File: src/rtl/branch_target_buffer_pkg.sv
// Shared BTB types, geometry defaults and index/tag/counter helpers.
package branch_target_buffer_pkg;

  localparam int unsigned BTB_ADDR_W = 32;
  localparam int unsigned BTB_DEPTH  = 16;
  localparam int unsigned BTB_CNT_W  = 2;
  localparam int unsigned BTB_IDX_W  = $clog2(BTB_DEPTH);

  // Weakly-taken start value: this constant placed in the counter MSB.
  localparam int unsigned BTB_CNT_INIT = 1;

  typedef struct packed {
    logic                               valid;
    logic [BTB_ADDR_W-BTB_IDX_W-3:0]    tag;
    logic [BTB_ADDR_W-1:0]              target;
    logic [BTB_CNT_W-1:0]               cnt;
  } btb_entry_t;

  function automatic int unsigned sat_inc(input int unsigned cnt, input int unsigned w);
    int unsigned max_v;
    max_v = (w >= 32) ? 32'hFFFF_FFFF : ((32'd1 << w) - 32'd1);
    return (cnt >= max_v) ? cnt : cnt + 32'd1;
  endfunction

  function automatic int unsigned sat_dec(input int unsigned cnt, input int unsigned w);
    int unsigned max_v;
    max_v = (w >= 32) ? 32'hFFFF_FFFF : ((32'd1 << w) - 32'd1);
    if (cnt == 32'd0) return 32'd0;
    return (cnt > max_v) ? max_v : cnt - 32'd1;
  endfunction

  // Word-aligned PC: bits [1:0] never participate in index or tag.
  function automatic logic [63:0] btb_idx(input logic [63:0] pc, input int unsigned idx_w);
    return (pc >> 2) & ((64'd1 << idx_w) - 64'd1);
  endfunction

  function automatic logic [63:0] btb_tag(input logic [63:0] pc, input int unsigned idx_w);
    return pc >> (idx_w + 2);
  endfunction

endpackage

File: src/rtl/btb_sat_counter.sv
// Up/down saturating direction counter with load, one per BTB entry.
module btb_sat_counter
  import branch_target_buffer_pkg::*;
#(
  parameter int unsigned CNT_W = 2
) (
  input  logic             clk_i,
  input  logic             rst_i,
  input  logic             load_i,
  input  logic [CNT_W-1:0] load_val_i,
  input  logic             inc_i,
  input  logic             dec_i,
  output logic [CNT_W-1:0] cnt_o
);

  logic [CNT_W-1:0] cnt_q;

  // Load (allocation) has priority; otherwise step toward the resolved direction.
  always_ff @(posedge clk_i or posedge rst_i) begin
    if (rst_i) begin
      cnt_q <= '0;
    end else if (load_i) begin
      cnt_q <= load_val_i;
    end else if (inc_i) begin
      cnt_q <= CNT_W'(sat_inc(32'(cnt_q), CNT_W));
    end else if (dec_i) begin
      cnt_q <= CNT_W'(sat_dec(32'(cnt_q), CNT_W));
    end
  end

  assign cnt_o = cnt_q;

endmodule

File: src/rtl/branch_target_buffer.sv
// Direct-mapped branch target buffer: combinational IF lookup, ID-stage training.
// Optional performance counters are built when BTB_PERF_CNT_EN is defined.
module branch_target_buffer
  import branch_target_buffer_pkg::*;
#(
  parameter int unsigned ADDR_W = BTB_ADDR_W,
  parameter int unsigned DEPTH  = BTB_DEPTH,
  parameter int unsigned CNT_W  = BTB_CNT_W
) (
  input  logic              clk_i,
  input  logic              rst_i,
  input  logic              lookup_en_i,
  input  logic [ADDR_W-1:0] pc_i,
  output logic              pred_hit_o,
  output logic              pred_taken_o,
  output logic [ADDR_W-1:0] pred_target_o,
  input  logic              upd_valid_i,
  input  logic [ADDR_W-1:0] upd_pc_i,
  input  logic              upd_taken_i,
  input  logic [ADDR_W-1:0] upd_target_i,
  input  logic              inv_i
`ifdef BTB_PERF_CNT_EN
  ,
  output logic [31:0]       perf_lookups_o,
  output logic [31:0]       perf_hits_o,
  output logic [31:0]       perf_allocs_o
`endif
);

  localparam int unsigned IDX_W = $clog2(DEPTH);
  localparam int unsigned TAG_W = ADDR_W - IDX_W - 2;

  if (DEPTH < 2 || (DEPTH & (DEPTH - 1)) != 0) begin : g_bad_depth
    $error("branch_target_buffer: DEPTH must be a power of two >= 2");
  end
  if (CNT_W < 1 || CNT_W > 31) begin : g_bad_cnt_w
    $error("branch_target_buffer: CNT_W must be in 1..31");
  end
  if (ADDR_W > 64 || ADDR_W <= IDX_W + 2) begin : g_bad_addr_w
    $error("branch_target_buffer: ADDR_W must leave at least one tag bit and be <= 64");
  end

  logic [DEPTH-1:0]  valid_q;
  logic [TAG_W-1:0]  tag_q    [DEPTH];
  logic [ADDR_W-1:0] target_q [DEPTH];
  logic [CNT_W-1:0]  cnt      [DEPTH];

  logic [IDX_W-1:0] lk_idx, up_idx;
  logic [TAG_W-1:0] lk_tag, up_tag;
  logic             lk_hit, up_hit, upd_go, alloc, train_hit;

  assign lk_idx = IDX_W'(btb_idx(64'(pc_i), IDX_W));
  assign lk_tag = TAG_W'(btb_tag(64'(pc_i), IDX_W));
  assign up_idx = IDX_W'(btb_idx(64'(upd_pc_i), IDX_W));
  assign up_tag = TAG_W'(btb_tag(64'(upd_pc_i), IDX_W));

  // Lookup reads only registered state, so a same-cycle update is never bypassed.
  assign lk_hit        = valid_q[lk_idx] && (tag_q[lk_idx] == lk_tag);
  assign pred_hit_o    = lk_hit;
  assign pred_taken_o  = lk_hit & cnt[lk_idx][CNT_W-1];
  assign pred_target_o = lk_hit ? target_q[lk_idx] : '0;

  assign up_hit    = valid_q[up_idx] && (tag_q[up_idx] == up_tag);
  assign upd_go    = upd_valid_i & ~inv_i;
  assign alloc     = upd_go & ~up_hit & upd_taken_i;
  assign train_hit = upd_go & up_hit;

  // Entry valid/tag/target: any taken resolution writes tag and target (alloc or refresh).
  always_ff @(posedge clk_i or posedge rst_i) begin
    if (rst_i) begin
      valid_q <= '0;
      for (int i = 0; i < int'(DEPTH); i++) begin
        tag_q[i]    <= '0;
        target_q[i] <= '0;
      end
    end else if (inv_i) begin
      valid_q <= '0;
    end else if (upd_valid_i && upd_taken_i) begin
      valid_q[up_idx]  <= 1'b1;
      tag_q[up_idx]    <= up_tag;
      target_q[up_idx] <= upd_target_i;
    end
  end

  for (genvar i = 0; i < int'(DEPTH); i++) begin : g_cnt
    logic sel;
    assign sel = (up_idx == IDX_W'(i));

    btb_sat_counter #(.CNT_W(CNT_W)) u_cnt (
      .clk_i      (clk_i),
      .rst_i      (rst_i),
      .load_i     (alloc & sel),
      .load_val_i (CNT_W'(BTB_CNT_INIT << (CNT_W - 1))),
      .inc_i      (train_hit & upd_taken_i & sel),
      .dec_i      (train_hit & ~upd_taken_i & sel),
      .cnt_o      (cnt[i])
    );
  end

`ifdef BTB_PERF_CNT_EN
  // Free-running wrap-around event counters; only reset clears them, not inv_i.
  always_ff @(posedge clk_i or posedge rst_i) begin
    if (rst_i) begin
      perf_lookups_o <= '0;
      perf_hits_o    <= '0;
      perf_allocs_o  <= '0;
    end else begin
      if (lookup_en_i)          perf_lookups_o <= perf_lookups_o + 32'd1;
      if (lookup_en_i & lk_hit) perf_hits_o    <= perf_hits_o + 32'd1;
      if (alloc)                perf_allocs_o  <= perf_allocs_o + 32'd1;
    end
  end
`else
  logic unused_lookup_en;
  assign unused_lookup_en = lookup_en_i;
`endif

endmodule

File: config.mk
export PLATFORM = sky130hd
export DESIGN_NAME = branch_target_buffer
export DESIGN_NICKNAME = d
export VERILOG_FILES = /design/src/rtl/branch_target_buffer_pkg.sv /design/src/rtl/btb_sat_counter.sv /design/src/rtl/branch_target_buffer.sv
export SDC_FILE = /design/constraint.sdc
export NUM_CORES = 2
export LEC_CHECK = 0
export ABC_AREA = 1
export CAP_MARGIN = 20
export CORE_MARGIN = 4
export CORE_UTILIZATION = 57
export CTS_CLUSTER_DIAMETER = 30
export DETAILED_ROUTE_END_ITERATION = 12
export PLACE_DENSITY = 0.74
export RECOVER_POWER = 100
export SLEW_MARGIN = 20
export SYNTH_ARGS = -nofsm -noshare
export SYNTH_HDL_FRONTEND = slang
export SYNTH_SLANG_ARGS = --single-unit
File: constraint.sdc
create_clock -name clk_i -period 88.9 [get_ports clk_i]
set_clock_uncertainty 0.05 [all_clocks]
set_input_delay 17.78 -clock clk_i [delete_from_list [all_inputs] [get_ports clk_i]]
set_output_delay 17.78 -clock clk_i [all_outputs]
set_load 0.03 [all_outputs]
==> impl_metrics.json <==
{
  "outcome": "finished with violations",
  "violations": "max-capacitance violations, max-slew violations",
  "numCtsBuffers": 189,
  "path_cells": "clkbuf_1, clkbuf_1, clkbuf_1, o21ai_0, o221ai_1, nand3_1, nand2_1, inv_1, nand2_1, nand3_1, nor2_1, nand3_1, nor3_1, dlygate4sd3_1",
  "synthCells": 6571,
  "antenna_left": 0,
  "grt_overflow": 0,
  "fin_nets": 6554,
  "cts_tree": "yes",
  "syn_area_per_cell_sq_um": 7.53,
  "combPwrFrac_pct": 10.8,
  "netlist_top_cells_area": "dfrtp_1, nand2_1, o21ai_0",
  "power.share.clock_pct": 52.1,
  "yosys-top-cells-count": "nand2_1, o21ai_0, dfrtp_1",
  "postCtsHoldBufs": 0,
  "critPathCaptureType": "output pin",
  "internal_power_uw": 1060,
  "final_core_util_pct": 66.9,
  "switching_share_pct": 26.5,
  "root_buffer": "clkbuf_16",
  "dieHeight_um": 303,
  "drv_slew": 3469,
  "ir_drop_uv": 21.5,
  "vias_per_cell": 6.07,
  "wire_per_inst_um": 21.1,
  "finalPower_uw": 1450,
  "synth_edf_count": 0,
  "ys_ff_latch": 976,
  "r2r_setup_slack_ns": 83.69,
  "async_reset_ff_share_pct": 100,
  "routed_wl_um": 163000,
  "grt_max_degree": 139,
  "setup_viol": 0,
  "numPortBuffers": 130,
  "max_stage_delay_ns": 3.27,
  "crit_path_max_fanout": 97,
  "wl_met2_um": 73000,
  "area_growth_pct": 15.8,
  "grt_pass1_vias": 45100,
  "antenna_found_initial": 3,
  "place_hpwl_um": 84200,
  "p_sw_uw": 383,
  "period_minus_slack_ns": 49.05,
  "maxSlewHeadroom_pct": -256,
  "seqPwrFrac_pct": 37.1,
  "multiInputGateArea_sq_um": 22200,
  "synth_cell_types": 31,
  "post_cts_resized": 0,
  "io_pins": 136,
  "first_pass_iters": 8,
  "fin_crit_sh_pct": 55.2,
  "timing.fmax_mhz": 20.4,
  "synth_nets": 6721,
  "insertion_delay_ns": 0.78,
  "top_layer": "met5",
  "ys_warn_count": 0,
  "route.met3.wl_um": 16300,
  "cp.arrival_ns": 31.21,
  "worst_slew_pin_slew_ns": 5.30,
  "crit_slowest_cell": "clkbuf_1",
  "synth_area_leader_cell": "dfrtp_1",
  "fin_tns_setup_ns": 0,
  "rsz0062_at_grt": "false",
  "hold_viol": 0,
  "cts_buffer_depth": 3,
  "cp.required_ns": 71.07,
  "register_area_sq_um": 24400,
  "drc_errors": 0,
  "start_util_pct": 57.8,
  "syn_area_sq_um": 49400,
  "grt_pass1_wl_um": 256000,
  "synth.most_common_cell": "nand2_1",
  "min-delay-path-class": "register to register",
  "yosys_most_used_dff": "dfrtp_1",
  "clk_pin_slew_ns": 0.04,
  "num_vias": 46800,
  "critPathKind": "input pin to output pin",
  "die-area_sq_um": 91500,
  "drive_gt1_share_pct": 5.59,
  "post-cts-setup-buffer-count": 0,
  "row_count": 107,
  "fp.dieW_um": 303,
  "cts_max_level": 4,
  "nFillCells": 7098,
  "grt_use_total_pct": 35.8,
  "wl_met1_um": 64500,
  "coreArea_sq_um": 85500,
  "ys_seq_area_share_pct": 49.4,
  "cp-start-kind": "input pin",
  "synth.top_cell.area_share_pct": 49.4,
  "cellPowerDensity_nw_per_um2": 25.3,
  "p_leak_uw": 0.0270,
  "clkSinkCount": 976,
  "maxCapViolCount": 56,
  "first_iter_violations": 5748,
  "gp_congestion": 0.854
}
-- per-layer routing --
| metal | track usage, % | up-vias |
|---|---|---|
| met5 | 0 | - |
| met4 | 20.2 | 2 |
| met3 | 7.39 | 494 |
| met2 | 55.5 | 2485 |
| met1 | 47.4 | 22400 |
| li1 | - | 21400 |
-- cell usage in the layout, fill, tap and decap left out, drive strengths merged, types with 14 or more instances in the layout --
| master | count |
|---|---|
| dlygate4sd3 | 32 |
| a21oi | 266 |
| a221o | 27 |
| clkinvlp | 14 |
| nor3 | 35 |
| inv | 184 |
| nand3 | 134 |
| o22ai | 40 |
| o221ai | 32 |
| buf | 30 |
| a221oi | 73 |
| dfrtp | 976 |
| nand2 | 2487 |
| bufinv | 30 |
| clkdlybuf4s50 | 93 |
| o21ai | 1262 |
| a32o | 27 |
| o32ai | 27 |
| clkinv | 51 |
| clkbuf | 292 |
| o211ai | 49 |
| nor2 | 330 |
| ha | 48 |
-- registers in the layout, indices dropped and copies added, names as in the netlist --
| signal | cells |
|---|---|
| target_q | 512 |
| g_cnt.u_cnt.cnt_o | 32 |
| valid_q | 16 |
| tag_q | 416 |
-- final timing paths --
check                                           to          start  cells after the start
max reg2reg                g_cnt[3].u_cnt.cnt_o[1]     tag_q[251]                     18
min reg2reg                          target_q[477]  target_q[477]                      2
max in group asynchronous  g_cnt[4].u_cnt.cnt_o[1]          rst_i                      4
min in group asynchronous             target_q[78]          rst_i                      2
max                              pred_target_o[15]        pc_i[2]                     14
min                                  target_q[477]  target_q[477]                      2
-- power by group through the flow --
stage                     logic, uW  registers, uW  clock network [uW]
after global placement          149            539                   0
after CTS                       155            535                 758
after detailed placement        153            541                   0
after global routing            179            543                 781
after floorplan                 113            534                   0
final                           156            537                 754
-- worst max-delay path: cells and delay by family --
family | cells | cell delay, ns
simple gates | 7 | 2.80
compound gates | 2 | 0.70
buf+inv | 5 | 9.76
-- layout make-up --
| class | instances | area share, % |
|---|---|---|
| clock inverter | 99 | 2.63 |
| sequential | 976 | 42.6 |
| timing repair buffer | 193 | 2.85 |
| clock buffer | 254 | 9.32 |
| antenna | 3 | 0.0131 |
| multi-input combinational | 4864 | 38.8 |
| inverter | 180 | 1.24 |
| tap | 1144 | 2.50 |
-- logic make-up (layout without fill, tap and decap cells) --
kind of cell | after synthesis | in the layout | synth area share, %
XOR/XNOR | 10 | 10 | 0.177
AND/OR/NAND/NOR | 2991 | 2991 | 23.2
adder cells (fa/ha/maj) | 48 | 48 | 1.21
flip-flops | 976 | 976 | 49.4
buffers and inverters | 731 | 726 | 5.73
AO/OA/AOI/OAI | 1815 | 1815 | 20.3
other | 0 | 3 | 0
-- metrics by stage --
step           hold slack [ns]  setup slack, ns  std cells  area (sq um)
4_1_cts                  0.435            47.75       7710         57600
6_report                 0.431            39.86       7713         57300
3_3_place_gp             0.416            47.89       7357         50700
3_5_place_dp             0.423            47.85       7357         50700
2_1_floorplan            0.403            43.61       6571         49400
5_1_grt                  0.441            39.09       7711         57300
(Power assumes the default switching activity.)
